<file path="config.mk">
export PLATFORM = sky130hd
export DESIGN_NAME = fpu_float_wb
export DESIGN_NICKNAME = d
export VERILOG_FILES = /design/src/rtl/bsg_vanilla_pkg.sv /design/src/rtl/fpu_float_wb_arb.sv /design/src/rtl/fpu_float_wb.sv
export SDC_FILE = /design/constraint.sdc
export NUM_CORES = 1
export LEC_CHECK = 0
export ABC_AREA = 1
export BUFFER_PORTS_ARGS = -buffer_cell sky130_fd_sc_hd__buf_2
export CAP_MARGIN = 20
export CORE_MARGIN = 2
export CORE_UTILIZATION = 44
export CTS_CLUSTER_SIZE = 12
export DETAILED_ROUTE_END_ITERATION = 10
export HOLD_SLACK_MARGIN = 0.08
export PLACE_DENSITY = 0.84
export SYNTH_ARGS = -nofsm -noshare
export SYNTH_HDL_FRONTEND = slang
export SYNTH_SLANG_ARGS = --single-unit
export TNS_END_PERCENT = 20
</file>
<file path="constraint.sdc">
create_clock -name clk_i -period 5.59 [get_ports clk_i]
set_input_delay 1.118 -clock clk_i [delete_from_list [all_inputs] [get_ports clk_i]]
set_output_delay 1.118 -clock clk_i [all_outputs]
set_load 0.01 [all_outputs]
</file>
<file path="src/rtl/bsg_vanilla_pkg.sv">
// Shared types for the float writeback block.
//   fflags_s   : IEEE exception flags in fcsr bit order {nv,dz,of,uf,nx}
//   wb_src_e   : which source owns the FP regfile write port this cycle
package bsg_vanilla_pkg;

    typedef struct packed {
        logic nv;
        logic dz;
        logic of;
        logic uf;
        logic nx;
    } fflags_s;

    typedef enum logic [1:0] {
        e_wb_none = 2'd0,
        e_wb_fp   = 2'd1,
        e_wb_fdiv = 2'd2,
        e_wb_rl   = 2'd3
    } wb_src_e;

endpackage

</file>
<file path="src/rtl/fpu_float_wb_arb.sv">
// Fixed-priority arbiter for the FP regfile write port, with a starvation
// counter that lets a waiting fdiv result overtake the float pipeline.
// Ports:
//   clk_i, reset_n_i            clock, async active-low reset
//   fp_v_i, fdiv_v_i, rl_v_i    request valids
//   grant_fp_o/fdiv_o/rl_o      one-hot grant (all 0 while in reset)
module fpu_float_wb_arb #(
    parameter int starve_limit_p = 8
) (
    input  logic clk_i,
    input  logic reset_n_i,
    input  logic fp_v_i,
    input  logic fdiv_v_i,
    input  logic rl_v_i,
    output logic grant_fp_o,
    output logic grant_fdiv_o,
    output logic grant_rl_o
);

    localparam int cnt_width_lp = $clog2(starve_limit_p + 1);
    localparam logic [cnt_width_lp-1:0] limit_lp = cnt_width_lp'(starve_limit_p);

    logic [cnt_width_lp-1:0] r_starve_cnt;
    logic                    w_starved;

    assign w_starved = (r_starve_cnt == limit_lp);

    // Grants are gated by reset so no handshake leaks out while reset is held.
    always_comb begin
        grant_fp_o   = 1'b0;
        grant_fdiv_o = 1'b0;
        grant_rl_o   = 1'b0;
        if (reset_n_i) begin
            if (rl_v_i)
                grant_rl_o = 1'b1;
            else if (fdiv_v_i && w_starved)
                grant_fdiv_o = 1'b1;
            else if (fp_v_i)
                grant_fp_o = 1'b1;
            else if (fdiv_v_i)
                grant_fdiv_o = 1'b1;
        end
    end

    always_ff @(posedge clk_i or negedge reset_n_i) begin
        if (!reset_n_i)
            r_starve_cnt <= '0;
        else if (grant_fdiv_o || !fdiv_v_i)
            r_starve_cnt <= '0;
        else if (!w_starved)
            r_starve_cnt <= r_starve_cnt + cnt_width_lp'(1);
    end

endmodule

</file>
<file path="src/rtl/fpu_float_wb.sv">
// Float writeback: arbitrates float-pipeline, fdiv/fsqrt and remote-load
// results onto the single FP regfile write port (registered), accumulates
// sticky fflags and issues scoreboard clears for long-latency sources.
// Ports:
//   fp_*        float pipeline stage-2 result; stall_fpu2_o holds it
//   fdiv_*      fdiv/fsqrt result, consumed by fdiv_yumi_o
//   rl_*        remote float-load response, consumed by rl_yumi_o
//   fcsr_*      CSR write into the sticky flags; fflags_o is the current value
//   frf_w_*     registered regfile write
//   sb_clear_*  registered scoreboard clear (fdiv and rl writes only)
module fpu_float_wb
    import bsg_vanilla_pkg::*;
#(
    parameter int recoded_data_width_p = 33,
    parameter int reg_addr_width_p     = 5,
    parameter int starve_limit_p       = 8
) (
    input  logic                            clk_i,
    input  logic                            reset_n_i,

    input  logic                            fp_v_i,
    input  logic [recoded_data_width_p-1:0] fp_result_i,
    input  logic [4:0]                      fp_fflags_i,
    input  logic [reg_addr_width_p-1:0]     fp_rd_i,
    output logic                            stall_fpu2_o,

    input  logic                            fdiv_v_i,
    input  logic [recoded_data_width_p-1:0] fdiv_result_i,
    input  logic [4:0]                      fdiv_fflags_i,
    input  logic [reg_addr_width_p-1:0]     fdiv_rd_i,
    output logic                            fdiv_yumi_o,

    input  logic                            rl_v_i,
    input  logic [recoded_data_width_p-1:0] rl_data_i,
    input  logic [reg_addr_width_p-1:0]     rl_rd_i,
    output logic                            rl_yumi_o,

    input  logic                            fcsr_fflags_we_i,
    input  logic [4:0]                      fcsr_fflags_data_i,
    output logic [4:0]                      fflags_o,

    output logic                            frf_w_v_o,
    output logic [reg_addr_width_p-1:0]     frf_w_addr_o,
    output logic [recoded_data_width_p-1:0] frf_w_data_o,

    output logic                            sb_clear_v_o,
    output logic [reg_addr_width_p-1:0]     sb_clear_rd_o
);

    logic    w_grant_fp;
    logic    w_grant_fdiv;
    logic    w_grant_rl;
    wb_src_e w_src;

    logic [reg_addr_width_p-1:0]     w_addr;
    logic [recoded_data_width_p-1:0] w_data;
    fflags_s                         w_wb_flags;
    fflags_s                         w_fflags_base;
    logic                            w_clear;

    fflags_s                         r_fflags;
    logic                            r_frf_w_v;
    logic [reg_addr_width_p-1:0]     r_frf_w_addr;
    logic [recoded_data_width_p-1:0] r_frf_w_data;
    logic                            r_sb_clear_v;
    logic [reg_addr_width_p-1:0]     r_sb_clear_rd;

    fpu_float_wb_arb #(
        .starve_limit_p(starve_limit_p)
    ) arb (
        .clk_i       (clk_i),
        .reset_n_i   (reset_n_i),
        .fp_v_i      (fp_v_i),
        .fdiv_v_i    (fdiv_v_i),
        .rl_v_i      (rl_v_i),
        .grant_fp_o  (w_grant_fp),
        .grant_fdiv_o(w_grant_fdiv),
        .grant_rl_o  (w_grant_rl)
    );

    assign stall_fpu2_o = fp_v_i & ~w_grant_fp & reset_n_i;
    assign fdiv_yumi_o  = w_grant_fdiv;
    assign rl_yumi_o    = w_grant_rl;

    always_comb begin
        w_src = e_wb_none;
        if (w_grant_rl)
            w_src = e_wb_rl;
        else if (w_grant_fdiv)
            w_src = e_wb_fdiv;
        else if (w_grant_fp)
            w_src = e_wb_fp;
    end

    // Loads carry no exception flags; only fdiv and loads are scoreboarded.
    always_comb begin
        w_addr     = '0;
        w_data     = '0;
        w_wb_flags = '0;
        w_clear    = 1'b0;
        case (w_src)
            e_wb_fp: begin
                w_addr     = fp_rd_i;
                w_data     = fp_result_i;
                w_wb_flags = fflags_s'(fp_fflags_i);
            end
            e_wb_fdiv: begin
                w_addr     = fdiv_rd_i;
                w_data     = fdiv_result_i;
                w_wb_flags = fflags_s'(fdiv_fflags_i);
                w_clear    = 1'b1;
            end
            e_wb_rl: begin
                w_addr  = rl_rd_i;
                w_data  = rl_data_i;
                w_clear = 1'b1;
            end
            default: ;
        endcase
    end

    // A CSR write replaces the old flags but still picks up flags from the
    // result retiring in the same cycle.
    assign w_fflags_base = fcsr_fflags_we_i ? fflags_s'(fcsr_fflags_data_i) : r_fflags;

    always_ff @(posedge clk_i or negedge reset_n_i) begin
        if (!reset_n_i) begin
            r_fflags      <= '0;
            r_frf_w_v     <= 1'b0;
            r_frf_w_addr  <= '0;
            r_frf_w_data  <= '0;
            r_sb_clear_v  <= 1'b0;
            r_sb_clear_rd <= '0;
        end else begin
            r_fflags      <= w_fflags_base | w_wb_flags;
            r_frf_w_v     <= (w_src != e_wb_none);
            r_frf_w_addr  <= w_addr;
            r_frf_w_data  <= w_data;
            r_sb_clear_v  <= w_clear;
            r_sb_clear_rd <= w_clear ? w_addr : '0;
        end
    end

    assign fflags_o      = r_fflags;
    assign frf_w_v_o     = r_frf_w_v;
    assign frf_w_addr_o  = r_frf_w_addr;
    assign frf_w_data_o  = r_frf_w_data;
    assign sb_clear_v_o  = r_sb_clear_v;
    assign sb_clear_rd_o = r_sb_clear_rd;

endmodule

</file>
Word level (Yosys, flattened, before mapping)
Index checks and enable logic that the tools add are counted.
- ROM bits: 0
- logic and storage cells: 48
- bits in registers: 54
- input bits: 135
- latch bits: 0
- output and inout port bits: 53
- RAM bits: 0
- memories: 0
- reductions and logical operators: 5
- $lt $le $gt $ge: 0
- divide/modulo/power cells: 0
- multiplexer cells: 22
- shift operators: 0
- $add $sub $neg: 1
- bitwise logic cells: 4
- multipliers: 0
- eq/ne operators: 5
- operators with widths (kind ; number):
    case mux 33 bit (3 select lines) ; 1
    case mux 5 bit (3 select lines) ; 1
    two-way mux 1 bit ; 13
    two-way mux 5 bit ; 2
    case mux 5 bit (2 select lines) ; 1
    two-way mux 4 bit ; 2
    OR 5 bit ; 1
    adder 4 x 1 -> 4 bit (second input constant) ; 1
    equality test 2 bit (second input constant) ; 2
    equality test 4 bit (second input constant) ; 1
    two-way mux 2 bit ; 2
    bitwise AND 1 bit ; 2
    equality test 2 x 1 -> 1 bit (second input constant) ; 1
    != test 2 bit (second input constant) ; 1
    nonzero test 2 bit ; 1
    OR reduction 2 bit ; 1
    logical AND 1 bit ; 1
    logical NOT 1 bit ; 1
    logical OR 1 bit ; 1
    inverter 1 bit ; 1

Logic depth before layout (Yosys ltp)
Gate-level depths: netlist (run 1).
- word-level depth: 12
- mapped depth: 15
- gate-level depth less buffers: 13

Modules after synthesis
From an unflattened synthesis (run 1), not the netlist that was laid out.
- cell total of the unflattened synthesis: 405
- area, all modules: 2850.2 µm²
- by module, submodules not included (module ; instances ; cells each ; seq. area each (µm²) ; area an instance (µm²)):
    fpu_float_wb ; 1 ; 369 ; 1251.2 ; 2562.5
    fpu_float_wb_arb ; 1 ; 36 ; 100.1 ; 287.8

Worst setup path after synthesis (run 1)
OpenSTA, ideal clock, no wires.
- path type: input -> output
- start: input port fdiv_v_i
- end: output port stall_fpu2_o
- data arrival time: 1.588 ns
- stages on the path: 4
- setup slack: 2.884 ns
- required time: 4.472 ns
- buffers on the path: 0
- cell sequence: inv_1 -> nor2_1 -> o21ai_0 -> nor2_1
- longest elaborated chain between the ends: 7
- ends and longest elaborated chain (what ; RTL line ; text):
    start: declaration ; fpu_float_wb.sv:27 ; input logic fdiv_v_i,
    logical AND 1 bit ; fpu_float_wb_arb.sv:36 ; else if (fdiv_v_i && w_starved)
    two-way mux 1 bit ; fpu_float_wb_arb.sv:36 ;
    two-way mux 1 bit ; fpu_float_wb_arb.sv:34 ; if (rl_v_i)
    two-way mux 1 bit ; fpu_float_wb_arb.sv:33 ; if (reset_n_i) begin
    inverter 1 bit ; fpu_float_wb.sv:81 ; assign stall_fpu2_o = fp_v_i & ~w_grant_fp & reset_n_i;
    bitwise AND 1 bit (2 in a row) ; fpu_float_wb.sv:81 ;
    end: declaration ; fpu_float_wb.sv:25 ; output logic stall_fpu2_o,
No other way between the ends.

Final worst setup path (run 1)
- start: input port reset_n_i
- end: register r_sb_clear_rd[2] (netlist: sb_clear_rd_o[2])
- longest elaborated chain between the ends: 8
- elaborated cells on any way between the ends: 13
- classes of those cells: eq/ne (3); mux (9); reduce/logical (1)
- ends and longest elaborated chain (what ; RTL line ; text):
    start: declaration ; fpu_float_wb.sv:19 ; input logic reset_n_i,
    two-way mux 1 bit ; fpu_float_wb_arb.sv:33 ;
    two-way mux 1 bit ; fpu_float_wb.sv:91 ; else if (w_grant_fp)
    two-way mux 2 bit ; fpu_float_wb.sv:89 ; else if (w_grant_fdiv)
    two-way mux 2 bit (*) ; fpu_float_wb.sv:87 ; if (w_grant_rl)
    equality test 2 bit ; fpu_float_wb.sv:101 ; case (w_src)
    OR reduction 2 bit (no source line) (*) ; - ;
    two-way mux 1 bit (*) ; fpu_float_wb.sv:101 ;
    via w_clear ; fpu_float_wb.sv:59 ; logic w_clear;
    two-way mux 5 bit (*) ; fpu_float_wb.sv:140 ; r_sb_clear_rd <= w_clear ? w_addr : '0;
    end signal: assignment ; fpu_float_wb.sv:140 ;
    end: declaration ; fpu_float_wb.sv:66 ; logic [reg_addr_width_p-1:0] r_sb_clear_rd;
The timed path passes the listed nets; every way through them passes the cells marked *.
A chain may end at the register's enable or synchronous reset.

==> results.sh, run 1 <==
export IMPL_status="finished, final reports clean"
export IMPL_grt_max_degree=41
export IMPL_die_area_sq_mm=0.00647
export IMPL_ys_seq_area_frac=0.525
export IMPL_synth_xor_area_frac=0.00681
export IMPL_cts_max_level=2
export IMPL_post_route_min_period_ns=3.74
export IMPL_seqPwrFrac=0.485
export IMPL_rsz0062_at_grt="false"
export IMPL_drt_pass1_iterations=4
export IMPL_max_slew_margin=0.450
export IMPL_cp_required_ns=5.82
export IMPL_yosys_area_share_adder=0.0243
export IMPL_met3_length_um=608
export IMPL_wl_met1_um=2720
export IMPL_dp_hpwl_um=5890
export IMPL_ys_seq_elements=54
export IMPL_io_pins=188
export IMPL_final_common_cell="buf_2"
export IMPL_ys_types=22
export IMPL_setup_tns_ns=0
export IMPL_drive_gt1_frac=0.415
export IMPL_io_buffers=187
export IMPL_fmax_mhz=267
export IMPL_syn_area_sq_mm=0.00257
export IMPL_die_y_um=80.5
export IMPL_switching_power_uw=242
export IMPL_drc_errors=0
export IMPL_overflow=0
export IMPL_met2_length_um=3980
export IMPL_leakage_nw=2.08
export IMPL_cts_made_buffers=5
export IMPL_stdcell_count=563
export IMPL_crit_path_start_kind="primary input"
export IMPL_netlist_instances=312
export IMPL_avgSynthCellArea_sq_um=8.25
export IMPL_syn2layout_area_growth_pct=41.5
export IMPL_pwr_share_clk=0.292
export IMPL_worstHoldPathType="reg2reg"
export IMPL_hold_viol=0
export IMPL_ant_nets=0
export IMPL_cap_violations=0
export IMPL_vdd_drop_max_v=0.000137
export IMPL_syn_num_nets=452
export IMPL_grt_pass1_wl_um=11600
export IMPL_clock_skew_ns=0.00262
export IMPL_wl_per_cell_um=13.1
export IMPL_start_util=0.462
export IMPL_dr_total_vias=2777
export IMPL_dp_cells=556
export IMPL_n_antenna_cell=0
export IMPL_cp_data_arrival_time_ns=3.98
export IMPL_cts_max_path_buffers=2
export IMPL_sw_frac_of_total=0.270
export IMPL_core_area_sq_mm=0.00557
export IMPL_combPwrFrac=0.223
export IMPL_fill_cells=496
export IMPL_antenna_found_initial=0
export IMPL_worst_setup_path_end_kind="flop"
export IMPL_wirelength_um=7390
export IMPL_cts_tree="done"
export IMPL_criticalPathCategory="in2reg"
export IMPL_fin_crit_sh=0.670
export IMPL_synthMuxAreaShare=0.0195
export IMPL_clk_pin_slew_ns=0.09
export IMPL_clk_latency_ns=0.30
export IMPL_p_per_area_mw_per_mm2=246
export IMPL_synth_compound_area_share=0.0948
export IMPL_slew_viol_final=0
export IMPL_via_per_inst=4.93
export IMPL_tightest_slew_ns=0.825
export IMPL_mostFrequentLayoutCells="buf_2, nand2_1, dfrtp_1"
export IMPL_p_int_uw=654
export IMPL_yosys_area_share_simple=0.258
export IMPL_die_width_um=80.5
export IMPL_cts_sinks=54
export IMPL_post_cts_buffers=0
export IMPL_finalNetCount=631
export IMPL_gr_usage_all_layers=0.232
export IMPL_grt_pass1_vias=2703
export IMPL_routed_top_layer="met4"
export IMPL_hold_buffers=0
export IMPL_gp_congestion=0.801
export IMPL_path_max_fanout=40
export IMPL_row_count=27
export IMPL_reg2reg_slack_ns=2.79
export IMPL_ys_warn_count=0
export IMPL_synth_top_family_by_area="simple AND/OR/NAND/NOR gates"
export IMPL_cts_resized=0
export IMPL_drt_iter0_drc=154
export IMPL_cts_root_buf="clkbuf_8"
export IMPL_setup_violations=0
[cell families (layout without fill, tap and decap cells)]
group,count (synthesis),count (layout)
compound gates,40,40
xor+xnor,2,2
fa+ha+maj,5,5
buf+inv,41,220
flops,54,54
mux,5,5
simple gates,165,165
[stage by stage]
step	hold WS (ns)	instance area, sq um	total power [mW]	utilization	worst slack (ns)
after floorplan	0.523	2570	0.538	-	2.88
after global placement	0.480	3530	0.637	0.633	1.62
after CTS	0.518	3640	0.907	0.653	1.82
after global routing	0.553	3640	0.943	0.653	1.43
after detailed placement	0.495	3530	0.644	0.633	1.49
final	0.514	3640	0.896	0.653	1.85
[state kept, by name (all words and copies together), names as in the netlist]
name	flops
frf_w_data_o	33
fflags_o	5
frf_w_addr_o	5
sb_clear_rd_o	5
arb.r_starve_cnt	4
frf_w_v_o	1
sb_clear_v_o	1
[critical path, cell delays in order]
cell     delay, ns
buf_2         0.45
nand2_1       0.17
inv_2         0.58
nor2_8        0.10
inv_1         0.10
ha_1          0.69
buf_4         0.39
nand2_1       0.08
nand3_1       0.08
nand2_1       0.06
nor2_1        0.12
[final timing paths]
| kind | startpoint | to | depth (start not counted) |
|---|---|---|---|
| hold / removal | fflags_o[3] | fflags_o[3] | 2 |
| hold reg to reg | fflags_o[3] | fflags_o[3] | 2 |
| max in group asynchronous | reset_n_i | frf_w_data_o[29] | 2 |
| setup / recovery | reset_n_i | sb_clear_rd_o[2] | 11 |
| setup reg to reg | arb.r_starve_cnt[0] | sb_clear_rd_o[2] | 14 |
| min in group asynchronous | reset_n_i | frf_w_data_o[8] | 1 |
[Yosys cell counts]
cell / n / share of area
nand2_2: 1 / 0.0024
nand4_1: 2 / 0.0049
nand3_2: 1 / 0.0039
buf_6: 1 / 0.0044
o21a_1: 1 / 0.0029
buf_2: 12 / 0.023
inv_2: 2 / 0.0029
nor2_1: 9 / 0.013
nor2_2: 1 / 0.0024
inv_1: 20 / 0.029
xor2_1: 1 / 0.0034
ha_1: 5 / 0.024
dfrtp_1: 54 / 0.53
mux2i_1: 5 / 0.019
nand2_1: 141 / 0.21
nand3_1: 9 / 0.018
clkbuf_1: 4 / 0.0058
o21ai_0: 6 / 0.012
a31oi_1: 33 / 0.080
nor2_8: 1 / 0.0078
xnor2_1: 1 / 0.0034
buf_4: 2 / 0.0058
[power by group through the flow]
| stage | Sequential [mW] | Clock [mW] | Combinational [mW] |
|---|---|---|---|
| finish | 0.434 | 0.261 | 0.200 |
| global route | 0.438 | 0.281 | 0.224 |
| CTS | 0.435 | 0.270 | 0.202 |
| detailed placement | 0.442 | 0 | 0.202 |
| global placement | 0.441 | 0 | 0.196 |
| floorplan | 0.459 | 0 | 0.0785 |
[area by class of cell]
class | instances | area, sq um | share of cell area
Sequential cell | 54 | 1350 | 0.371
Multi-Input combinational cell | 217 | 1040 | 0.285
Timing Repair Buffer | 191 | 966 | 0.265
Tap cell | 72 | 90.1 | 0.0248
Clock buffer | 6 | 82.6 | 0.0227
Inverter | 22 | 82.6 | 0.0227
Clock inverter | 1 | 30.0 | 0.00825
[metal layers]
metal,track usage,vias up
met5,0,-
met4,0.0644,0
met3,0.0562,9
met2,0.438,134
met1,0.255,1282
li1,-,1352
No activity file was read; power rests on OpenSTA's default activity.
==> run 2: changes to the inputs <==
--- a/config.mk
+++ b/config.mk
@@ -9,11 +9,11 @@
 export BUFFER_PORTS_ARGS = -buffer_cell sky130_fd_sc_hd__buf_2
 export CAP_MARGIN = 20
 export CORE_MARGIN = 2
-export CORE_UTILIZATION = 44
+export CORE_UTILIZATION = 41
 export CTS_CLUSTER_SIZE = 12
 export DETAILED_ROUTE_END_ITERATION = 10
 export HOLD_SLACK_MARGIN = 0.08
-export PLACE_DENSITY = 0.84
+export PLACE_DENSITY = 0.79
 export SYNTH_ARGS = -nofsm -noshare
 export SYNTH_HDL_FRONTEND = slang
 export SYNTH_SLANG_ARGS = --single-unit
==> constraint.sdc (replaced) <==
create_clock -name clk_i -period 3.6 [get_ports clk_i]
set_input_delay 0.72 -clock clk_i [delete_from_list [all_inputs] [get_ports clk_i]]
set_output_delay 0.72 -clock clk_i [all_outputs]
set_load 0.01 [all_outputs]
==> run 2 against run 1 <==
Sequential share of layout area decreased by 0.20 points. Core utilization down 4.2 points. Wire length shrank 2.7%. Via count down 1.5%. Sequential power grew 55%. Register-to-register slack worse by 1.3 ns. Hold slack got worse by 0.074 ns. Combinational power up 57%. Clock power is 29% higher. Critical path depth is 4 lower. Die area grew 7.0%. Clock-buffer cell count rose by 1.
==> results.sh, run 2 (same netlist as run 1, synthesis figures left out) <==
export IMPL_wirelength_um=7190
export IMPL_crit_start="arb.r_starve_cnt[0]"
export IMPL_cts_max_level=2
export IMPL_via_per_inst=4.79
export IMPL_setup_tns_ns=0
export IMPL_antenna_found_initial=0
export IMPL_cts_root_buf="clkbuf_8"
export IMPL_switching_power_uw=374
export IMPL_slowest_delay_ns=0.42
export IMPL_clk_pin_slew_ns=0.09
export IMPL_path_cells="inv_1 > ha_1 > nand3_2 > nor2_1 > o21ai_0 > nor2_1 > buf_2"
export IMPL_vdd_drop_max_v=0.000175
export IMPL_leakage_nw=2.09
export IMPL_cts_resized=0
export IMPL_gp_congestion=0.834
export IMPL_clk_latency_ns=0.30
export IMPL_r2r_start="arb.r_starve_cnt[0]"
export IMPL_grt_max_degree=40
export IMPL_overflow=0
export IMPL_seq_area_sq_mm=0.00135
export IMPL_crit_reg2reg_capture="sb_clear_rd_o[1]"
export IMPL_drt_iter0_drc=59
export IMPL_syn2layout_area_growth_pct=42.3
export IMPL_drive_gt1_frac=0.419
export IMPL_post_route_util=0.611
export IMPL_final_area_sq_mm=0.00366
export IMPL_row_count=28
export IMPL_cp_required_ns=2.88
export IMPL_r2r_cells=14
export IMPL_max_slew_margin=0.727
export IMPL_finalNetCount=635
export IMPL_clock_skew_ns=0.00644
export IMPL_place_area_sq_mm=0.00355
export IMPL_n_antenna_cell=0
export IMPL_fmax_mhz=422
export IMPL_start_util=0.429
export IMPL_crit_cells=7
export IMPL_largest_reg_flops=33
export IMPL_p_per_area_mw_per_mm2=362
export IMPL_finalPower_mw=1.33
export IMPL_sw_frac_of_total=0.282
export IMPL_gr_usage_all_layers=0.215
export IMPL_reg2reg_slack_ns=1.48
export IMPL_criticalPathCategory="reg2out"
export IMPL_cts_sinks=54
export IMPL_ant_nets=0
export IMPL_mostFrequentLayoutCells="buf_2, nand2_1, dfrtp_1"
export IMPL_dp_hpwl_um=5700
export IMPL_critPathSlowestCell="dfrtp_1"
export IMPL_setup_violations=0
export IMPL_crit_buf_inv=2
export IMPL_pwr_share_clk=0.254
export IMPL_crit_family="simple AND/OR/NAND/NOR gates"
export IMPL_dr_total_vias=2736
export IMPL_cts_made_buffers=5
export IMPL_worstHoldPathType="in2async"
export IMPL_cts_max_path_buffers=2
export IMPL_die_y_um=83.2
export IMPL_combPwrFrac=0.237
export IMPL_hold_viol=0
export IMPL_wl_per_cell_um=12.6
export IMPL_drc_errors=0
export IMPL_cap_violations=0
export IMPL_final_common_cell="buf_2"
export IMPL_post_route_min_period_ns=2.37
export IMPL_cp_data_arrival_time_ns=1.65
export IMPL_status="finished, final reports clean"
export IMPL_io_buffers=187
export IMPL_io_pins=188
export IMPL_grt_pass1_wl_um=12100
export IMPL_cts_tree="done"
export IMPL_fill_cells=555
export IMPL_die_area_sq_mm=0.00692
export IMPL_core_area_sq_mm=0.00599
export IMPL_slew_viol_final=0
export IMPL_fin_crit_sh=0.658
export IMPL_hold_buffers=0
export IMPL_grt_pass1_vias=2731
export IMPL_drt_pass1_iterations=4
export IMPL_path_max_fanout=5
export IMPL_post_cts_buffers=0
export IMPL_crit_top_cell="nor2_1"
export IMPL_rsz0062_at_grt="false"
export IMPL_tightest_slew_ns=0.409
export IMPL_die_width_um=83.2
export IMPL_worst_setup_path_end_kind="primary output"
export IMPL_multiInputGateArea_sq_mm=0.00104
export IMPL_crit_path_start_kind="flop"
export IMPL_seqPwrFrac=0.508
export IMPL_p_int_uw=952
run 2: cell type report:
type                            count  share of cell area
Clock inverter                      1             0.00137
Tap cell                           75              0.0256
Inverter                           22              0.0226
Clock buffer                        7              0.0236
Multi-Input combinational cell    217               0.283
Timing Repair Buffer              195               0.274
Sequential cell                    54               0.369
run 2: worst max-delay path by stage:
stage                                  end  slack (ns)
after global placement    sb_clear_rd_o[4]        0.65
after floorplan           sb_clear_rd_o[0]        1.52
after detailed placement  sb_clear_rd_o[4]        0.55
final                         stall_fpu2_o        1.23
after global routing          stall_fpu2_o        1.03
after CTS                 sb_clear_rd_o[4]        0.75
run 2: through the flow:
stage	instances	hold slack [ns]	worst slack [ns]
floorplan	312	0.424	1.52
global placement	562	0.494	0.653
detailed placement	562	0.499	0.546
CTS	570	0.445	0.748
global route	571	0.469	1.03
finish	571	0.440	1.23
run 2: power groups by stage:
| stage | Combinational, mW | Clock (mW) | Sequential (mW) |
|---|---|---|---|
| 6_report | 0.315 | 0.337 | 0.674 |
| 5_1_grt | 0.352 | 0.375 | 0.681 |
| 4_1_cts | 0.316 | 0.351 | 0.675 |
| 3_5_place_dp | 0.316 | 0 | 0.687 |
| 3_3_place_gp | 0.308 | 0 | 0.685 |
| 2_1_floorplan | 0.122 | 0 | 0.713 |
run 2: worst register-to-register path, stage by stage, from the launching register on:
cell,delay (ns)
dfrtp_1,0.40
inv_1,0.08
ha_1,0.21
nand3_2,0.11
nand2_1,0.07
nand2_2,0.11
inv_2,0.08
nor2_8,0.14
inv_1,0.08
ha_1,0.20
buf_4,0.22
nand2_1,0.10
nand3_1,0.09
nand2_1,0.08
nor2_1,0.05
run 2: per-layer routing:
layer	track usage	share of wire	vias to the layer above
met2	0.383	0.52	131
met5	0	0	-
met3	0.0636	0.084	18
li1	-	-	1357
met1	0.240	0.37	1230
met4	0.0849	0.021	0
